[src/rtl/cmd_sequencer.sv]
// Command FIFO and issue sequencer in front of the ALU breadboard.
// Optional CMD_SEQ_ISSUE_CNT_EN adds a saturating issue_cnt[15:0] output.
module cmd_sequencer #(
    parameter int DEPTH = 4,
    parameter int W     = 2
) (
    input  logic                     clk,
    input  logic                     rst,
    input  logic                     in_valid,
    output logic                     in_ready,
    input  logic [3:0]               in_opcode,
    input  logic [W-1:0]             in_operand,
    output logic [3:0]               opcode,
    output logic [W-1:0]             operand,
    output logic                     halted,
    output logic                     standby,
    output logic                     err,
`ifdef CMD_SEQ_ISSUE_CNT_EN
    output logic [15:0]              issue_cnt,
`endif
    output logic [$clog2(DEPTH):0]   level
);

    localparam int AW = $clog2(DEPTH);
    localparam int LW = AW + 1;
    localparam logic [LW-1:0] FULL_LVL = LW'(DEPTH);

    localparam logic [3:0] OP_NOOP     = 4'b0000;
    localparam logic [3:0] OP_STANDBY  = 4'b0100;
    localparam logic [3:0] OP_ATTACK   = 4'b0101;
    localparam logic [3:0] OP_GOTO     = 4'b0110;
    localparam logic [3:0] OP_TARGET   = 4'b0111;
    localparam logic [3:0] OP_RANK     = 4'b1000;
    localparam logic [3:0] OP_BATTERY  = 4'b1001;
    localparam logic [3:0] OP_ATLOC    = 4'b1010;
    localparam logic [3:0] OP_RESET    = 4'b1100;
    localparam logic [3:0] OP_SHUTDOWN = 4'b1101;

    localparam logic [1:0] S_ISSUE = 2'd0;
    localparam logic [1:0] S_WAIT  = 2'd1;
    localparam logic [1:0] S_HALT  = 2'd2;

    logic [3+W:0]   mem [DEPTH];
    logic [AW-1:0]  wptr;
    logic [AW-1:0]  rptr;
    logic [1:0]     state;
    logic [W-1:0]   cnt;

    logic           full;
    logic           empty;
    logic           push;
    logic           pop;
    logic           flush;
    logic           legal;
    logic [3:0]     head_op;
    logic [W-1:0]   head_arg;

    function automatic logic is_legal(input logic [3:0] op);
        case (op)
            OP_NOOP, OP_STANDBY, OP_ATTACK, OP_GOTO, OP_TARGET,
            OP_RANK, OP_BATTERY, OP_ATLOC, OP_RESET, OP_SHUTDOWN:
                is_legal = 1'b1;
            default:
                is_legal = 1'b0;
        endcase
    endfunction

    assign full     = (level == FULL_LVL);
    assign empty    = (level == '0);
    assign in_ready = !full && (state != S_HALT);
    assign push     = in_valid && in_ready;
    assign pop      = (state == S_ISSUE) && !empty;
    assign head_op  = mem[rptr][3+W:W];
    assign head_arg = mem[rptr][W-1:0];
    assign legal    = is_legal(head_op);
    // A popped RESET discards every entry still queued behind it
    assign flush    = pop && (head_op == OP_RESET);

    always_ff @(posedge clk) begin
        if (push) begin
            mem[wptr] <= {in_opcode, in_operand};
        end
    end

    always_ff @(posedge clk or posedge rst) begin
        if (rst) begin
            wptr <= '0;
            rptr <= '0;
            level <= '0;
        end else begin
            if (push) begin
                wptr <= wptr + 1'b1;
            end
            if (flush) begin
                rptr <= wptr;
                level <= {{AW{1'b0}}, push};
            end else begin
                if (pop) begin
                    rptr <= rptr + 1'b1;
                end
                if (push && !pop) begin
                    level <= level + 1'b1;
                end else if (pop && !push) begin
                    level <= level - 1'b1;
                end
            end
        end
    end

    always_ff @(posedge clk or posedge rst) begin
        if (rst) begin
            state <= S_ISSUE;
            cnt <= '0;
            opcode <= OP_NOOP;
            operand <= '0;
            halted <= 1'b0;
            standby <= 1'b0;
            err <= 1'b0;
        end else begin
            opcode <= OP_NOOP;
            operand <= '0;
            case (state)
                S_ISSUE: begin
                    if (pop) begin
                        if (legal) begin
                            opcode <= head_op;
                            operand <= head_arg;
                        end else begin
                            err <= 1'b1;
                        end
                        if (head_op == OP_STANDBY && head_arg != '0) begin
                            cnt <= head_arg;
                            state <= S_WAIT;
                            standby <= 1'b1;
                        end
                        if (head_op == OP_SHUTDOWN) begin
                            state <= S_HALT;
                            halted <= 1'b1;
                        end
                    end
                end
                S_WAIT: begin
                    cnt <= cnt - 1'b1;
                    if (cnt == W'(1)) begin
                        state <= S_ISSUE;
                        standby <= 1'b0;
                    end
                end
                default: begin
                    state <= S_HALT;
                end
            endcase
        end
    end

`ifdef CMD_SEQ_ISSUE_CNT_EN
    // Counts real commands reaching the breadboard; padding and squashed codes excluded
    always_ff @(posedge clk or posedge rst) begin
        if (rst) begin
            issue_cnt <= '0;
        end else if (pop && legal && head_op != OP_NOOP
                     && issue_cnt != 16'hFFFF) begin
            issue_cnt <= issue_cnt + 1'b1;
        end
    end
`endif

endmodule

[config.mk]
export PLATFORM = sky130hd
export DESIGN_NAME = cmd_sequencer
export DESIGN_NICKNAME = d
export VERILOG_FILES = /design/src/rtl/cmd_sequencer.sv
export SDC_FILE = /design/constraint.sdc
export NUM_CORES = 1
export LEC_CHECK = 0
export CORE_MARGIN = 10
export CORE_UTILIZATION = 25
export DETAILED_ROUTE_END_ITERATION = 6
export GPL_ROUTABILITY_DRIVEN = 0
export PLACE_DENSITY_LB_ADDON = 0.15
export SLEW_MARGIN = 20
export SYNTH_ARGS = -nofsm -noshare
export SYNTH_HDL_FRONTEND = slang
export SYNTH_SLANG_ARGS = --single-unit
export TNS_END_PERCENT = 5
[constraint.sdc]
create_clock -name clk -period 2.6 [get_ports clk]
set_clock_uncertainty 0.1 [all_clocks]
set_input_delay 0.52 -clock clk [delete_from_list [all_inputs] [get_ports clk]]
set_output_delay 0.52 -clock clk [all_outputs]
set_load 0.01 [all_outputs]
==> flow_metrics.py, run 1 <==
metrics = {
    "placement": {
        "port_buffers": 21,
        "hpwl_um": 3112,
        "place_area_um2": 2447,
        "post-place-ws_ps": 2.683,
    },
    "yosys": {
        "syn_inst": 153,
        "ys_types": 44,
        "yosys_warnings": 0,
        "syn_area_um2": 2092,
        "synthFlopType": "edfxtp_1",
        "synth_nets": 168,
        "ys_seq_elements": 44,
        "synth_edf_count": 24,
        "yosysSeqAreaShare": 0.5837,
        "avgSynthCellArea_um2": 13.67,
        "synthArstFlopShare": 0.4545,
    },
    "global_routing": {
        "grt_use_total": 0.06835,
        "grt_max_degree": 21,
        "antenna_found_initial": 0,
        "grt_pass1_vias": 1383,
        "grt_pass1_wl_um": 6893,
        "gr-total-overflow": 0,
    },
    "timing": {
        "maxSlewViolCount": 0,
        "min_period_ps": 2393,
        "worstMarginPinSlew_ps": 618.3,
        "fmax_mhz": 417.9,
        "setup_ws_ps": 207.1,
        "hold_viol_final": 0,
        "rsz0062_at_grt": "no",
        "final.period_utilization": 0.9204,
        "setup_viol": 0,
        "whs_ps": 382.7,
        "slew-limit-headroom": 0.5855,
        "final.setup.tns_ps": 0,
    },
    "clocking": {
        "clock-sinks": 44,
        "root_buffer": "clkbuf_8",
        "cts_resized": 0,
        "cts_hold_buf": 0,
        "clk_pin_slew_ps": 90,
        "cts_setup_buffers": 0,
        "numCtsBuffers": 5,
        "cts_tree": "built",
        "h-tree-depth": 2,
        "clkLatencyLatePin_ps": 310,
        "clock_path_buffers": 2,
    },
    "drt": {
        "postRouteAntennaNets": 0,
        "drt-pass1-iter-count": 4,
        "drt-initial-drc-count": 88,
        "drcViolationCount": 0,
        "routedWlPerCell_um": 14.48,
        "wirelength_um": 4186,
        "vias": 1307,
        "via_per_inst": 4.522,
    },
    "run_status": {
        "status": "finished clean",
    },
    "worst_setup_path": {
        "endpoint": "cnt[1]",
        "crit_path_end_kind": "register",
        "startpoint_type": "register",
        "r2r_end": "cnt[1]",
        "r2r-start": "rptr[0]",
        "crit_path_start": "rptr[0]",
        "criticalPathCategory": "reg -> reg",
        "r2r_cells": 6,
        "cp.required_ps": 2710,
        "r2r_slack_ps": 210,
        "cp_max_fo": 11,
        "arrival_ps": 2500,
    },
    "final_layout": {
        "fin_nets": 198,
        "postLayoutCellArea_um2": 2562,
        "drive_above_1_share": 0.1793,
        "n_antenna_cell": 0,
        "syn2layout_area_growth_pct": 22.49,
    },
    "power": {
        "worst_ir_drop_vdd_mv": 0.2787,
        "p_total_uw": 2568,
        "powerDensity_nw_per_um2": 1002,
        "static-leakage-power_uw": 0.0009514,
    },
    "floorplan": {
        "die_w_um": 111.5,
        "die_area_um2": 12430,
        "core_um2": 8175,
        "ioPinCount": 22,
        "rows": 33,
        "start_util": 0.2559,
        "die_h_um": 111.5,
    },
    "hold_path": {
        "hp-start": "err",
        "hold_class": "reg -> reg",
    },
    "run": {
        "cap_violations": 0,
    },
}
## Yosys cell counts, types with 2 or more instances
cell type  count  share of area
mux4_1         4          0.050
mux2_2         2          0.011
mux4_2         3          0.032
nor3_1         2         0.0048
nand2b_1       3         0.0090
nor4_1         2         0.0060
nand3_1        2         0.0048
a31o_2         2         0.0084
edfxtp_1      24           0.34
dfrtp_1       20           0.24
inv_1          8          0.014
nand2_1        7          0.013
nor2_1        13          0.023
buf_6          2          0.011
a211oi_1       2         0.0072
o21a_1         3          0.011
buf_2          2         0.0048
and2_1         9          0.027
o21ai_0        7          0.017
ha_1           5          0.030
or3_1          2         0.0060
clkbuf_1       2         0.0036
a21oi_1        6          0.014
## layer usage
layer / vias to the layer above / track usage / part of all wire
met3: 5 / 0.02469 / 0.041
met5: - / 0 / 0
li1: 622 / - / -
met2: 20 / 0.1168 / 0.51
met4: 0 / 0.02571 / 0.013
met1: 660 / 0.07614 / 0.44
## per-stage QoR
stage | util | std cells
6_report | 0.3134 | 289
2_1_floorplan | - | 153
3_5_place_dp | 0.2994 | 281
3_3_place_gp | 0.2994 | 281
4_1_cts | 0.3134 | 289
5_1_grt | 0.3134 | 289
## report_power, final
part | switching, µW | internal [µW] | total [µW]
Combinational | 485 | 517 | 1000
Sequential | 151 | 868 | 1020
Clock | 257 | 290 | 547
Total | 893 | 1670 | 2570
## worst min path at each step
| stage | to | slack [ps] | depth (start not counted) |
|---|---|---|---|
| after global placement | err | 360 | 1 |
| after floorplan | cnt[0] | 380 | 1 |
| after detailed placement | err | 360 | 1 |
| final | err | 380 | 1 |
| after CTS | err | 390 | 1 |
| after global routing | err | 420 | 1 |
## worst max-delay path, stage by stage (launching register included)
cell and delay (ps):
dfrtp_1 640, mux4_2 580, buf_4 170, nor2b_2 140, o2111ai_2 200, o21a_1 230, a211oi_1 230
## layout by cell type (no fill, tap or decap), types with 2 or more instances in the layout
cell type / n
edfxtp_1: 24
clkdlybuf4s50_1: 21
dfrtp_1: 20
nor2_1: 13
and2_1: 9
buf_4: 9
inv_1: 8
o21ai_0: 7
nand2_1: 7
a21oi_1: 6
ha_1: 5
clkbuf_8: 5
mux4_1: 4
mux4_2: 3
o21a_1: 3
nand2b_1: 3
or3_1: 2
mux2_2: 2
nor3_1: 2
nor4_1: 2
a211oi_1: 2
a31o_2: 2
nand3_1: 2
## cell families after synthesis
logic type | synth area share
flip-flops | 0.5837
XOR/XNOR | 0.008375
AO/OA/AOI/OAI | 0.09689
AND/OR/NAND/NOR | 0.1334
buffers and inverters | 0.04007
multiplexers | 0.09808
adder cells (fa/ha/maj) | 0.03947
## sequential cells by signal (all words and copies together), names as in the netlist
register  flops
rptr          2
level         3
operand       2
err           1
opcode        4
halted        1
mem          24
state         2
cnt           2
wptr          2
standby       1
## layout make-up
cell class,instances,area [µm²]
Fill cell,828,5613
Sequential cell,44,1221
Multi-Input combinational cell,94,787.0
Timing Repair Buffer,30,277.8
Tap cell,105,131.4
Clock buffer,5,68.82
Clock inverter,3,46.29
Inverter,8,30.03
No activity file was read; power rests on OpenSTA's default activity.
==> run 2, diff against run 1 <==
--- a/config.mk
+++ b/config.mk
@@ -9,7 +9,6 @@
 export CORE_UTILIZATION = 25
 export DETAILED_ROUTE_END_ITERATION = 6
 export GPL_ROUTABILITY_DRIVEN = 0
-export PLACE_DENSITY_LB_ADDON = 0.15
 export SLEW_MARGIN = 20
 export SYNTH_ARGS = -nofsm -noshare
 export SYNTH_HDL_FRONTEND = slang
==> run 2 against run 1 <==
  * Design area decreased by 0.54%
  * Largest cell class unchanged
  * Critical path depth decreased by 1
  * Routed wire length decreased by 3.1%
  * Register-to-register slack about the same
  * Final cell count decreased by 0.69%
  * Sequential share of layout area increased by 0.26 points
  * Total power decreased by 1.3%
  * Worst setup slack improved by 9.8 ps
  * Hold slack got worse by 4.4 ps
  * Critical endpoint is now level[2]
  * Clock power decreased by 1%
  * Combinational power about the same
  * Die area unchanged
==> flow_metrics.py, run 2 (synthesized netlist as in run 1, its figures left out) <==
metrics = {
    "run_status": {
        "status": "finished clean",
    },
    "drt": {
        "vias": 1268,
        "drt-pass1-iter-count": 4,
        "postRouteAntennaNets": 0,
        "drcViolationCount": 0,
        "drt-initial-drc-count": 53,
        "via_per_inst": 4.418,
        "routedWlPerCell_um": 14.14,
        "wirelength_um": 4057,
    },
    "final_layout": {
        "fin_util": 0.3118,
        "regMostFlops": "mem",
        "drive_above_1_share": 0.1703,
        "final_cells": 287,
        "n_antenna_cell": 0,
        "syn2layout_area_growth_pct": 21.83,
        "largest_register_ffs": 24,
        "fin_nets": 196,
        "layout_commonest_cell": "edfxtp_1",
        "final_cell_mix": "edfxtp_1 (24), clkdlybuf4s50_1 (21), dfrtp_1 (20)",
        "largest_registers": "mem: 24 flops, opcode: 4 flops, level: 3 flops",
    },
    "timing": {
        "worstMarginPinSlew_ps": 599.9,
        "hold_viol_final": 0,
        "min_period_ps": 2383,
        "setup_ws_ps": 216.9,
        "maxSlewViolCount": 0,
        "setup_viol": 0,
        "final.setup.tns_ps": 0,
        "slew-limit-headroom": 0.5979,
        "final.period_utilization": 0.9166,
        "fmax_mhz": 419.6,
        "rsz0062_at_grt": "no",
    },
    "clocking": {
        "cts_resized": 0,
        "cts_hold_buf": 0,
        "cts_tree": "built",
        "clock-sinks": 44,
        "h-tree-depth": 2,
        "clk_pin_slew_ps": 90,
        "clock_path_buffers": 2,
        "cts_setup_buffers": 0,
        "root_buffer": "clkbuf_8",
        "numCtsBuffers": 5,
        "clkLatencyLatePin_ps": 300,
    },
    "floorplan": {
        "start_util": 0.2559,
        "rows": 33,
        "core_um2": 8175,
        "die_area_um2": 12430,
        "die_w_um": 111.5,
        "die_h_um": 111.5,
        "ioPinCount": 22,
    },
    "power": {
        "worst_ir_drop_vdd_mv": 0.2456,
        "static-leakage-power_uw": 0.0009453,
        "powerDensity_nw_per_um2": 994.8,
    },
    "worst_setup_path": {
        "criticalPathCategory": "reg -> reg",
        "crit_path_end_kind": "register",
        "cp.required_ps": 2690,
        "arrival_ps": 2470,
        "r2r_cells": 5,
        "cp_max_fo": 11,
        "startpoint_type": "register",
    },
    "placement": {
        "post-place-ws_ps": -8.281,
        "port_buffers": 21,
        "place_inst": 279,
        "hpwl_um": 2933,
    },
    "global_routing": {
        "grt_max_degree": 21,
        "antenna_found_initial": 0,
        "grt_pass1_vias": 1276,
        "grt_pass1_wl_um": 6603,
        "grt_use_total": 0.06635,
        "gr-total-overflow": 0,
    },
    "hold_path": {
        "hold_depth": 1,
        "hold_class": "reg -> reg",
    },
    "run": {
        "cap_violations": 0,
    },
}
[run 2: power by group]
part / switching (µW) / internal (µW) / total (µW) / leakage [µW]
registers: 157 / 868 / 1020 / 0.000463
clock network: 250 / 290 / 540 / 0.0000583
logic: 475 / 495 / 970 / 0.000424
[run 2: worst paths after layout]
check                            to    start  slack, ps
max                        level[2]  rptr[0]        220
min                             err      err        380
max reg2reg                level[2]  rptr[0]        220
min reg2reg                     err      err        380
max in group asynchronous   wptr[1]      rst       1730
min in group asynchronous    cnt[1]      rst        450
[run 2: cell type report]
type,instances,area [µm²]
Inverter,8,30.03
Fill cell,819,5627
Multi-Input combinational cell,94,787.0
Timing Repair Buffer,28,262.8
Clock buffer,5,68.82
Clock inverter,3,47.55
Tap cell,105,131.4
Sequential cell,44,1221
[run 2: critical path, cell delays in order (launching register included)]
cell and delay, ps:
dfrtp_1 650, mux4_2 660, nand4bb_1 360, nor4b_4 220
a311oi_2 230, a21oi_1 60
[run 2: layer usage]
layer	GRT usage	vias to the layer above	routed length (µm)
li1	-	617	-
met1	0.07741	618	1830
met2	0.1039	29	1900
met3	0.03060	4	284
met4	0.02571	0	41
met5	0	-	0
[run 2: through the flow]
| step | hold WS [ps] | area (µm²) | power [µW] |
|---|---|---|---|
| detailed placement | 357.3 | 2432 | 2028 |
| finish | 378.4 | 2549 | 2536 |
| global route | 409.9 | 2549 | 2718 |
| floorplan | 383.8 | 2092 | 1699 |
| global placement | 357.9 | 2432 | 1998 |
| CTS | 386.7 | 2549 | 2573 |
